File: config.mk
export PLATFORM = sky130hd
export DESIGN_NAME = rbm_argmax_scorer
export DESIGN_NICKNAME = d
export VERILOG_FILES = /design/src/rtl/rbm_argmax_scorer_pkg.sv /design/src/rtl/rbm_sat_counter.sv /design/src/rtl/rbm_argmax_scorer.sv
export SDC_FILE = /design/constraint.sdc
export NUM_CORES = 1
export LEC_CHECK = 0
export ABC_AREA = 1
export BUFFER_PORTS_ARGS = -buffer_cell sky130_fd_sc_hd__buf_2
export CORE_ASPECT_RATIO = 0.5
export CORE_UTILIZATION = 41
export CTS_CLUSTER_DIAMETER = 150
export DETAILED_ROUTE_END_ITERATION = 10
export PLACE_DENSITY = 0.66
export RECOVER_POWER = 25
export SLEW_MARGIN = 5
export SYNTH_ARGS = -nofsm -noshare
export SYNTH_HDL_FRONTEND = slang
export SYNTH_HIERARCHICAL = 1
export SYNTH_SLANG_ARGS = --single-unit
File: constraint.sdc
create_clock -name clock -period 10.1 [get_ports clock]
set_input_delay 0.505 -clock clock [delete_from_list [all_inputs] [get_ports clock]]
set_output_delay 0.505 -clock clock [all_outputs]
set_load 0.02 [all_outputs]
File: src/rtl/rbm_argmax_scorer_pkg.sv
// Shared constants for the RBM argmax scorer: default geometry and FSM state encodings.
package rbm_argmax_scorer_pkg;

   localparam int DEF_OUTPUT_DIM  = 10;
   localparam int DEF_W_BITLENGTH = 12;
   localparam int DEF_LABEL_WIDTH = 4;
   localparam int DEF_COUNT_WIDTH = 16;

   typedef enum logic {
      IDLE = 1'b0,
      SCAN = 1'b1
   } state_t;

endpackage

File: src/rtl/rbm_sat_counter.sv
// Saturating up-counter with synchronous clear; clear takes priority over increment.
module rbm_sat_counter #(
   parameter int count_width = 16
) (
   input  logic                   clock,
   input  logic                   reset,
   input  logic                   i_inc,
   input  logic                   i_clr,
   output logic [count_width-1:0] o_count
);

   logic [count_width-1:0] r_count;

   // Stick at all-ones instead of wrapping so long accuracy runs never under-report.
   always_ff @(posedge clock) begin
      if (reset || i_clr) begin
         r_count <= '0;
      end else if (i_inc && (r_count != {count_width{1'b1}})) begin
         r_count <= r_count + 1'b1;
      end
   end

   assign o_count = r_count;

endmodule

File: src/rtl/rbm_argmax_scorer.sv
// Captures the class-score vector when Main finishes, scans it for the signed maximum,
// and keeps running totals of classified images and correct predictions.
module rbm_argmax_scorer
   import rbm_argmax_scorer_pkg::*;
#(
   parameter int output_dim  = DEF_OUTPUT_DIM,
   parameter int w_bitlength = DEF_W_BITLENGTH,
   parameter int label_width = DEF_LABEL_WIDTH,
   parameter int count_width = DEF_COUNT_WIDTH
) (
   input  logic                              clock,
   input  logic                              reset,
   input  logic                              finish,
   input  logic [output_dim*w_bitlength-1:0] OutputDataPort,
   input  logic [label_width-1:0]            label,
   input  logic                              clear_stats,
   output logic [label_width-1:0]            pred_label,
   output logic [w_bitlength-1:0]            pred_score,
   output logic                              pred_valid,
   output logic                              correct,
   output logic                              busy,
   output logic [count_width-1:0]            total_count,
   output logic [count_width-1:0]            correct_count
);

   localparam logic [label_width-1:0] LAST_IDX = label_width'(output_dim - 1);

   state_t                              r_state;
   state_t                              w_nextState;
   logic                                r_finishD;
   logic [output_dim*w_bitlength-1:0]   r_scores;
   logic [label_width-1:0]              r_lbl;
   logic [label_width-1:0]              r_idx;
   logic [label_width-1:0]              r_bestIdx;
   logic signed [w_bitlength-1:0]       r_bestVal;
   logic [label_width-1:0]              r_predLabel;
   logic [w_bitlength-1:0]              r_predScore;
   logic                                r_predValid;
   logic                                r_correct;
   logic                                r_busy;

   logic                                w_start;
   logic                                w_capture;
   logic                                w_result;
   logic signed [w_bitlength-1:0]       w_cand;
   logic                                w_greater;
   logic [label_width-1:0]              w_finalIdx;
   logic signed [w_bitlength-1:0]       w_finalVal;
   logic                                w_finalCorrect;

   assign w_start        = finish & ~r_finishD;
   assign w_cand         = r_scores[r_idx*w_bitlength +: w_bitlength];
   // Strict compare keeps the lowest index on ties.
   assign w_greater      = w_cand > r_bestVal;
   assign w_finalIdx     = w_greater ? r_idx : r_bestIdx;
   assign w_finalVal     = w_greater ? w_cand : r_bestVal;
   assign w_finalCorrect = (w_finalIdx == r_lbl);

   always_ff @(posedge clock) begin
      if (reset) begin
         r_state <= IDLE;
      end else begin
         r_state <= w_nextState;
      end
   end

   always_comb begin
      w_nextState = r_state;
      w_capture   = 1'b0;
      w_result    = 1'b0;
      case (r_state)
         IDLE: begin
            if (w_start) begin
               w_capture   = 1'b1;
               w_nextState = SCAN;
            end
         end
         SCAN: begin
            if (r_idx == LAST_IDX) begin
               w_result    = 1'b1;
               w_nextState = IDLE;
            end
         end
         default: w_nextState = IDLE;
      endcase
   end

   // finish_d resets high so a finish level held through reset is not mistaken for a rise.
   always_ff @(posedge clock) begin
      if (reset) begin
         r_finishD   <= 1'b1;
         r_scores    <= '0;
         r_lbl       <= '0;
         r_idx       <= '0;
         r_bestIdx   <= '0;
         r_bestVal   <= '0;
         r_predLabel <= '0;
         r_predScore <= '0;
         r_predValid <= 1'b0;
         r_correct   <= 1'b0;
         r_busy      <= 1'b0;
      end else begin
         r_finishD   <= finish;
         r_predValid <= w_result;
         if (w_capture) begin
            r_scores  <= OutputDataPort;
            r_lbl     <= label;
            r_bestVal <= OutputDataPort[w_bitlength-1:0];
            r_bestIdx <= '0;
            r_idx     <= label_width'(1);
            r_busy    <= 1'b1;
         end else if (r_state == SCAN) begin
            r_bestVal <= w_finalVal;
            r_bestIdx <= w_finalIdx;
            r_idx     <= r_idx + 1'b1;
            if (w_result) begin
               r_predLabel <= w_finalIdx;
               r_predScore <= w_finalVal;
               r_correct   <= w_finalCorrect;
               r_busy      <= 1'b0;
            end
         end
      end
   end

   rbm_sat_counter #(.count_width(count_width)) u_totalCounter (
      .clock   (clock),
      .reset   (reset),
      .i_inc   (w_result),
      .i_clr   (clear_stats),
      .o_count (total_count)
   );

   rbm_sat_counter #(.count_width(count_width)) u_correctCounter (
      .clock   (clock),
      .reset   (reset),
      .i_inc   (w_result & w_finalCorrect),
      .i_clr   (clear_stats),
      .o_count (correct_count)
   );

   assign pred_label = r_predLabel;
   assign pred_score = r_predScore;
   assign pred_valid = r_predValid;
   assign correct    = r_correct;
   assign busy       = r_busy;

endmodule

# Yosys cells after proc, flatten, opt, wreduce, memory -nomap -nowiden
# Cells that the tools add are included.
[totals]
wordCells = 53
ram_bits = 0
latch_bits = 0
romBits = 0
reg_bits = 197
input_bits = 128
n_memories = 0
[classes]
addsub = 3
mul = 1
bitwise_logic = 5
magnitude_cmp = 1
n_eq_ne = 4
div_mod_pow = 0
reduce_logical = 8
n_shift = 1
muxes = 15
[op_table]
columns = ["operator", "count"]
rows = [
  ["indexed part select 120 x 9 -> 12 bit", 1],
  ["2-to-1 mux 12 bit", 3],
  ["adder 16 x 1 -> 16 bit (second input constant)", 2],
  ["inequality test 16 bit (second input constant)", 2],
  ["greater-than comparator 12 bit", 1],
  ["2-to-1 mux 1 bit", 10],
  ["multiplier 4 x 2 -> 6 bit (second input constant)", 1],
  ["adder 4 x 1 -> 4 bit (second input constant)", 1],
  ["equality test 4 bit", 1],
  ["equality test 4 bit (second input constant)", 1],
  ["2-to-1 mux 4 bit", 1],
  ["nonzero test 2 bit", 2],
  ["inverter 1 bit", 3],
  ["AND reduction 3 bit", 1],
  ["bitwise AND 1 bit", 2],
  ["logical AND 1 bit", 2],
  ["case mux 1 bit (2 select lines)", 1],
  ["AND reduction 2 bit", 1],
  ["OR reduction 2 bit", 1],
  ["logical OR 1 bit", 1],
]

# Depth between registers and ports, before layout
# Gate-level depths: netlist of run 1.
[depth]
depth_word = 7
mapped_depth = 35
ltp_nobuf = 31

# Modules after synthesis
# The synthesis of run 1 kept the hierarchy.
[by_module_without_submodules]
columns = ["module", "area_per_inst_um2", "cells_each", "seq_area_each_um2", "n_inst"]
rows = [
  ["rbm_argmax_scorer", 7503.4, 1049, 3303.2, 1],
  ["rbm_sat_counter", 950.9, 149, 320.3, 2],
]

# Worst setup path before layout of run 1
# Ideal clock, no wire load.
[synth_path]
kind = "reg-to-reg"
startpoint = "register r_idx[0]"
endpoint = "register u_correctCounter.r_count[14] (netlist: u_correctCounter/o_count[14])"
synth_period_minus_slack_ns = 3.477
required_time_ns = 9.985
arrival_time_ns = 3.362
path_stages_with_launch = 30
setup_ns = 0.115
setup_slack_ns = 6.623
cell_sequence = "dfxtp_1 > buf_4 > inv_2 > buf_6 > buf_2 > a21oi_1 > o21ai_0 > nand3_1 > nand3_1 > nand2_1 > ha_1 > a21o_1 > nor2_2 > nand3_2 > nand2_1 > nand3_2 > buf_6 > nand2_1 > and2_1 > o21ai_0 > nor2_1 > nand2_1 > nor2_2 > inv_2 > nor2_2 > nand2_1 > nor2_1 > nand3_1 > nand2_1 > nor2_1"
[synth_via]
elab_chain_len = 7
[synth_lines]
columns = ["element", "line", "source"]
rows = [
  ["start: declaration", "rbm_argmax_scorer.sv:33", "logic [label_width-1:0] r_idx;"],
  ["start signal: assignment", "rbm_argmax_scorer.sv:110", "r_idx <= label_width'(1);"],
  ["start signal: assignment", "rbm_argmax_scorer.sv:115", "r_idx <= r_idx + 1'b1;"],
  ["multiplier 4 x 2 -> 6 bit", "rbm_argmax_scorer.sv:52", "assign w_cand = r_scores[r_idx*w_bitlength +: w_bitlength];"],
  ["indexed part select 120 x 9 -> 12 bit", "rbm_argmax_scorer.sv:52", ""],
  ["greater-than comparator 12 bit", "rbm_argmax_scorer.sv:54", "assign w_greater = w_cand > r_bestVal;"],
  ["2-to-1 mux 4 bit", "rbm_argmax_scorer.sv:55", "assign w_finalIdx = w_greater ? r_idx : r_bestIdx;"],
  ["equality test 4 bit", "rbm_argmax_scorer.sv:57", "assign w_finalCorrect = (w_finalIdx == r_lbl);"],
  ["bitwise AND 1 bit (*)", "rbm_argmax_scorer.sv:137", ".i_inc (w_result & w_finalCorrect),"],
  ["logical AND 1 bit (*)", "rbm_sat_counter.sv:18", "end else if (i_inc && (r_count != {count_width{1'b1}})) begin"],
  ["end signal: assignment", "rbm_sat_counter.sv:19", "r_count <= r_count + 1'b1;"],
  ["end: declaration", "rbm_sat_counter.sv:12", "logic [count_width-1:0] r_count;"],
]
# Mark *: on every way between the ends. The rest lies on a longest branch, timed or not.
# A chain may end at the register's enable or synchronous reset.

# Final worst setup path of run 1
# Same ends and word-level chain as after synthesis.

==> flow_summary.ini, run 1 <==
[clock_network]
cts_hold_buf = 0
clock-sinks = 197
clk_latency_ps = 450
postCtsSetupBuffers = 0
cts_tree = yes
numCtsBuffers = 17
cts_resized = 0
cts_root_buf = clkbuf_16
cts_max_level = 4
clockBufferDepth = 2
clkTransAtPathRegs_ps = 80

[logic_synthesis]
syn-cell-area_sq_um = 9410
syn_inst = 1347
ys_async_sr_fraction = 0
synth_ff_type = dfxtp_1
synth_edf_count = 0
ys_seq_area_frac = 0.419
ys_warn_count = 6
syn_avg_cell_area_sq_um = 6.98
synth_seq_cells = 197
synth.net_count = 1491
ys_types = 36

[cells_and_area]
area_growth_syn_to_layout_pct = 15.3
drive_gt1_frac = 0.147
final_area_sq_um = 10800
nets = 1616

[setup_path]
r2r_start = r_idx[0]$_SDFFE_PP0P_
start_kind = flip-flop
endpoint_kind = flip-flop
cp.arrival_ps = 5740
critPathMostFrequentCell = nand2_1
path_max_fanout = 80
worstSetupPathType = reg -> reg
crit_start = r_idx[0]$_SDFFE_PP0P_
cpMaxStageDelayCell = buf_4
cpPeakStageDelay_ps = 540
required_ps = 10440

[worst_hold_path]
worstHoldPathType = in -> reg
hp-start = finish

[drt]
antenna_left = 0
wl_per_cell_um = 16.1
routed_wl_um = 28700
drt-pass1-iter-count = 6
drt_iter0_markers = 790
viasPerCell = 5.18
drc = 0
num_vias = 9247

[die]
die_area_sq_um = 23600
rows = 38
initial_core_util = 0.426
io_pins = 179
core_area_sq_um = 22100
die_w_um = 216
fp.dieH_um = 109

[placement]
port_buffers = 178
gp_congestion = 0.930
place_hpwl_um = 21200
placed_area_sq_um = 10300

[global_routing]
grt.overflow.total = 0
grt_pass1_vias = 8506
track_usage = 0.247
antenna_found_initial = 1
grt_pass1_wl_um = 45100
grt_max_degree = 96

[timing]
min_period_over_period = 0.534
rsz0062_at_grt = false
worst_pin_slew_ps = 3560
fmax_ghz = 0.185
final.min_clock_period_ps = 5390
relSlewSlack = -1.37
drv_slew = 148
final_hold_viol_count = 0
clock_skew_ps = 12.9
setup_viol = 0
tns_ps = 0

[pwr]
powerDensity_nw_per_um2 = 167
peakVddDrop_mv = 0.0935
leakage_nw = 4.11

[outcome]
status = complete, but fails checks
violations = capacitance limit, slew limit

[job]
max-cap-violations = 2
[sequential cells by signal (all words and copies together), names as in the netlist, 12 cells and up]
name / flops
r_bestVal: 12
pred_score: 12
u_totalCounter/o_count: 16
r_scores: 120
u_correctCounter/o_count: 16
[where the power goes]
part | leakage, nW | internal [mW] | switching (mW)
Combinational | 2.24 | 0.112 | 0.216
Sequential | 1.60 | 0.801 | 0.0130
Clock | 0.271 | 0.350 | 0.320
Total | 4.11 | 1.26 | 0.549
[layer usage]
| metal | vias to the layer above | wire length, um | share of wire | track usage |
|---|---|---|---|---|
| met5 | - | 0 | 0 | 0 |
| met3 | 27 | 1640 | 0.057 | 0.0572 |
| met1 | 4312 | 14300 | 0.50 | 0.352 |
| met4 | 0 | 390 | 0.014 | 0.0639 |
| li1 | 4660 | - | - | - |
| met2 | 248 | 12300 | 0.43 | 0.373 |
[synth_stat cells (all sizes together), types with 2 or more instances]
cell type | instances | area, sq um
o211ai | 6 | 45.0
inv | 132 | 495
a21boi | 2 | 15.0
nand4 | 11 | 81.3
clkinv | 4 | 15.0
nand2 | 314 | 1230
dfxtp | 197 | 3940
clkbuf | 50 | 189
nor2 | 99 | 459
o21ai | 172 | 891
a21oi | 135 | 676
nor3 | 4 | 20.0
and2 | 2 | 12.5
ha | 16 | 200
buf | 29 | 203
a31oi | 11 | 68.8
nand3 | 147 | 761
or2 | 13 | 81.3
[worst max-delay path, delay by kind of cell, from the launching register on]
kind                       cells  cell delay [ps]
and+or+nand+nor               20             2940
buffers and inverters          5             1210
AOI/OAI and AO/OA              3              460
adders and majority gates      1              270
DFF                            1              320
[cells in the final DEF (no fill, tap or decap), drive strengths merged, types with 2 or more instances in the layout]
cell	Yosys	final
nor3	4	4
ha	16	16
clkinv	4	10
nand4	11	11
dfxtp	197	197
nor2	99	99
a21oi	135	135
inv	132	135
nand3	147	147
buf	29	132
a21boi	2	2
clkinvlp	0	3
nand2	314	314
o211ai	6	6
o21ai	172	172
a31oi	11	11
and2	2	2
or2	13	13
clkbuf	50	72
[through the flow]
stage	power, mW	worst slack, ps	hold slack [ps]	std cells	util
global route	1.90	4200	276	1785	0.491
floorplan	1.07	6620	437	1347	-
global placement	1.15	4990	440	1753	0.469
finish	1.81	4710	272	1786	0.491
CTS	1.82	4830	253	1785	0.495
detailed placement	1.16	4850	444	1753	0.469
[cells by family (layout without fill, tap and decap cells)]
family	after synthesis	after routing	synth area share
buffers and inverters	215	353	0.0959
other	0	1	0
AO/OA/AOI/OAI	328	328	0.182
adder cells (fa/ha/maj)	16	16	0.0213
AND/OR/NAND/NOR	591	591	0.282
flip-flops	197	197	0.419
[layout make-up]
class                           instances  area, sq um
Clock inverter                         13          126
Multi-Input combinational cell        935         4570
Timing Repair Buffer                  185          872
Tap cell                              300          375
Sequential cell                       197         3950
Clock buffer                           19          443
Inverter                              136          510
Fill cell                            2256        11200
Antenna cell                            1         2.50
[final timing paths]
path                                                                  end  slack, ps  cells past startpoint
worst min register to register                 pred_score[3]$_SDFFE_PP0P_        460                      2
worst max-delay path            u_correctCounter/o_count[14]$_SDFFE_PP0P_       4710                     29
worst min-delay path                                 r_finishD$_SDFF_PP1_        270                      3
worst max register to register  u_correctCounter/o_count[14]$_SDFFE_PP0P_       4710                     29
Note: power is estimated with default switching activity, not from simulation.
==> inputs of run 2 (changes only) <==
==> constraint.sdc (replaced) <==
create_clock -name clock -period 5.55 [get_ports clock]
set_input_delay 0.2775 -clock clock [delete_from_list [all_inputs] [get_ports clock]]
set_output_delay 0.2775 -clock clock [all_outputs]
set_load 0.02 [all_outputs]
==> flow_summary.ini, run 2 (synthesis gave the netlist of run 1 again) <==
[clock_network]
postCtsSetupBuffers = 0
numCtsBuffers = 17
cts_tree = yes
clock-sinks = 197
cts_resized = 0
cts_hold_buf = 0
cts_max_level = 4
clk_latency_ps = 450
cts_root_buf = clkbuf_16
clkTransAtPathRegs_ps = 80
clockBufferDepth = 2

[global_routing]
grt.overflow.total = 0
track_usage = 0.241
antenna_found_initial = 3
grt_pass1_vias = 8521
grt_pass1_wl_um = 44100
grt_max_degree = 95

[setup_path]
r2r_start = r_idx[1]$_SDFFE_PP0P_
cpMaxStageDelayCell = clkinv_1
cpPeakStageDelay_ps = 710
start_kind = flip-flop
required_ps = 5890
worstSetupPathType = reg -> reg
endpoint_kind = flip-flop
critPathMostFrequentCell = nand2_1
cp.arrival_ps = 5350
reg2regPathDepth = 29
path_max_fanout = 30
crit_start = r_idx[1]$_SDFFE_PP0P_

[timing]
fmax_ghz = 0.200
setup_viol = 0
final.min_clock_period_ps = 5010
drv_slew = 79
worst_pin_slew_ps = 3490
tns_ps = 0
min_period_over_period = 0.903
final_hold_viol_count = 0
relSlewSlack = -1.33
clock_skew_ps = 10.5
rsz0062_at_grt = false

[drt]
top_layer = met5
wl_met3_um = 1660
drt-pass1-iter-count = 5
drc = 0
antenna_left = 0
routed_wl_um = 28300
drt_iter0_markers = 890
viasPerCell = 5.18
num_vias = 9285
drt-met1-wl_um = 13700
route.met2.wl_um = 12200
wl_per_cell_um = 15.8

[die]
io_pins = 179
die_area_sq_um = 23600
die_w_um = 216
rows = 38
fp.dieH_um = 109
initial_core_util = 0.426
core_area_sq_um = 22100

[pwr]
p_total_mw = 3.30
leakage_nw = 4.15
peakVddDrop_mv = 0.183
powerDensity_nw_per_um2 = 304

[worst_hold_path]
hold_path_depth = 3
worstHoldPathType = in -> reg
hp-start = OutputDataPort[35]

[cells_and_area]
area_growth_syn_to_layout_pct = 15.6
drive_gt1_frac = 0.150
regMostFlops = r_scores
largest_reg_flops = 120
layout_commonest_cell = nand2_1
mostFrequentLayoutCells = nand2_1 (299), dfxtp_1 (196), o21ai_0 (159)
nets = 1620
final_util = 0.493
fillers = 2258
final_area_sq_um = 10900
finalNonFillerCells = 1791

[outcome]
violations = capacitance limit, slew limit
status = complete, but fails checks

[placement]
dpl.cell_count = 1757
placed_area_sq_um = 10400
place_hpwl_um = 20900
port_buffers = 178
gp_congestion = 0.921

[job]
max-cap-violations = 1
==> run 2: changes by cell type in the layout (fill, tap and decap cells not counted) <==
cell	delta
clkbuf_8	-1
nor2_4	-1
inv_2	-1
inv_6	+3
diode_2	+1
clkbuf_1	-2
nor2_1	+1
clkinv_4	+2
clkinv_1	+1
buf_4	+5
clkinvlp_4	-3
==> run 2: report_power, final <==
part	total (mW)	internal [mW]	switching, mW
logic	0.593	0.207	0.386
clock network	1.23	0.630	0.599
registers	1.48	1.46	0.0225
total	3.30	2.29	1.01
==> run 2: cell type report <==
type,count,area (sq um),area share
Antenna cell,2,5.00,0.000460
Sequential cell,197,3950,0.363
Timing Repair Buffer,189,906,0.0833
Clock buffer,17,425,0.0391
Multi-Input combinational cell,935,4560,0.419
Inverter,136,510,0.0469
Clock inverter,15,148,0.0136
Tap cell,300,375,0.0345
==> run 2: critical path, delay by kind of cell, from the launching register on <==
family	cells	cell delay, ps
AND/OR/NAND/NOR	21	2580
flip-flops	1	310
AO/OA/AOI/OAI	3	580
adder cells (fa/ha/maj)	1	270
buffers and inverters	4	1150
==> run 2: per-stage QoR <==
step | worst slack [ps] | hold WS, ps
6_report | 539 | 45.8
5_1_grt | 36.1 | 48.3
4_1_cts | 637 | 33.4
3_5_place_dp | 665 | 444
3_3_place_gp | 815 | 437
2_1_floorplan | 2070 | 361
==> run 2: worst paths after layout <==
path	to	slack [ps]
setup / recovery	u_correctCounter/o_count[14]$_SDFFE_PP0P_	540
hold / removal	r_scores[35]$_SDFFE_PP0P_	50
setup reg to reg	u_correctCounter/o_count[14]$_SDFFE_PP0P_	540
hold reg to reg	correct$_SDFFE_PP0P_	460
==> run 2: per-layer routing <==
layer  vias up  global-route usage
met4         2               0.101
met1      4286               0.330
met2       283               0.367
li1       4662                   -
met5         -                   0
met3        52              0.0516
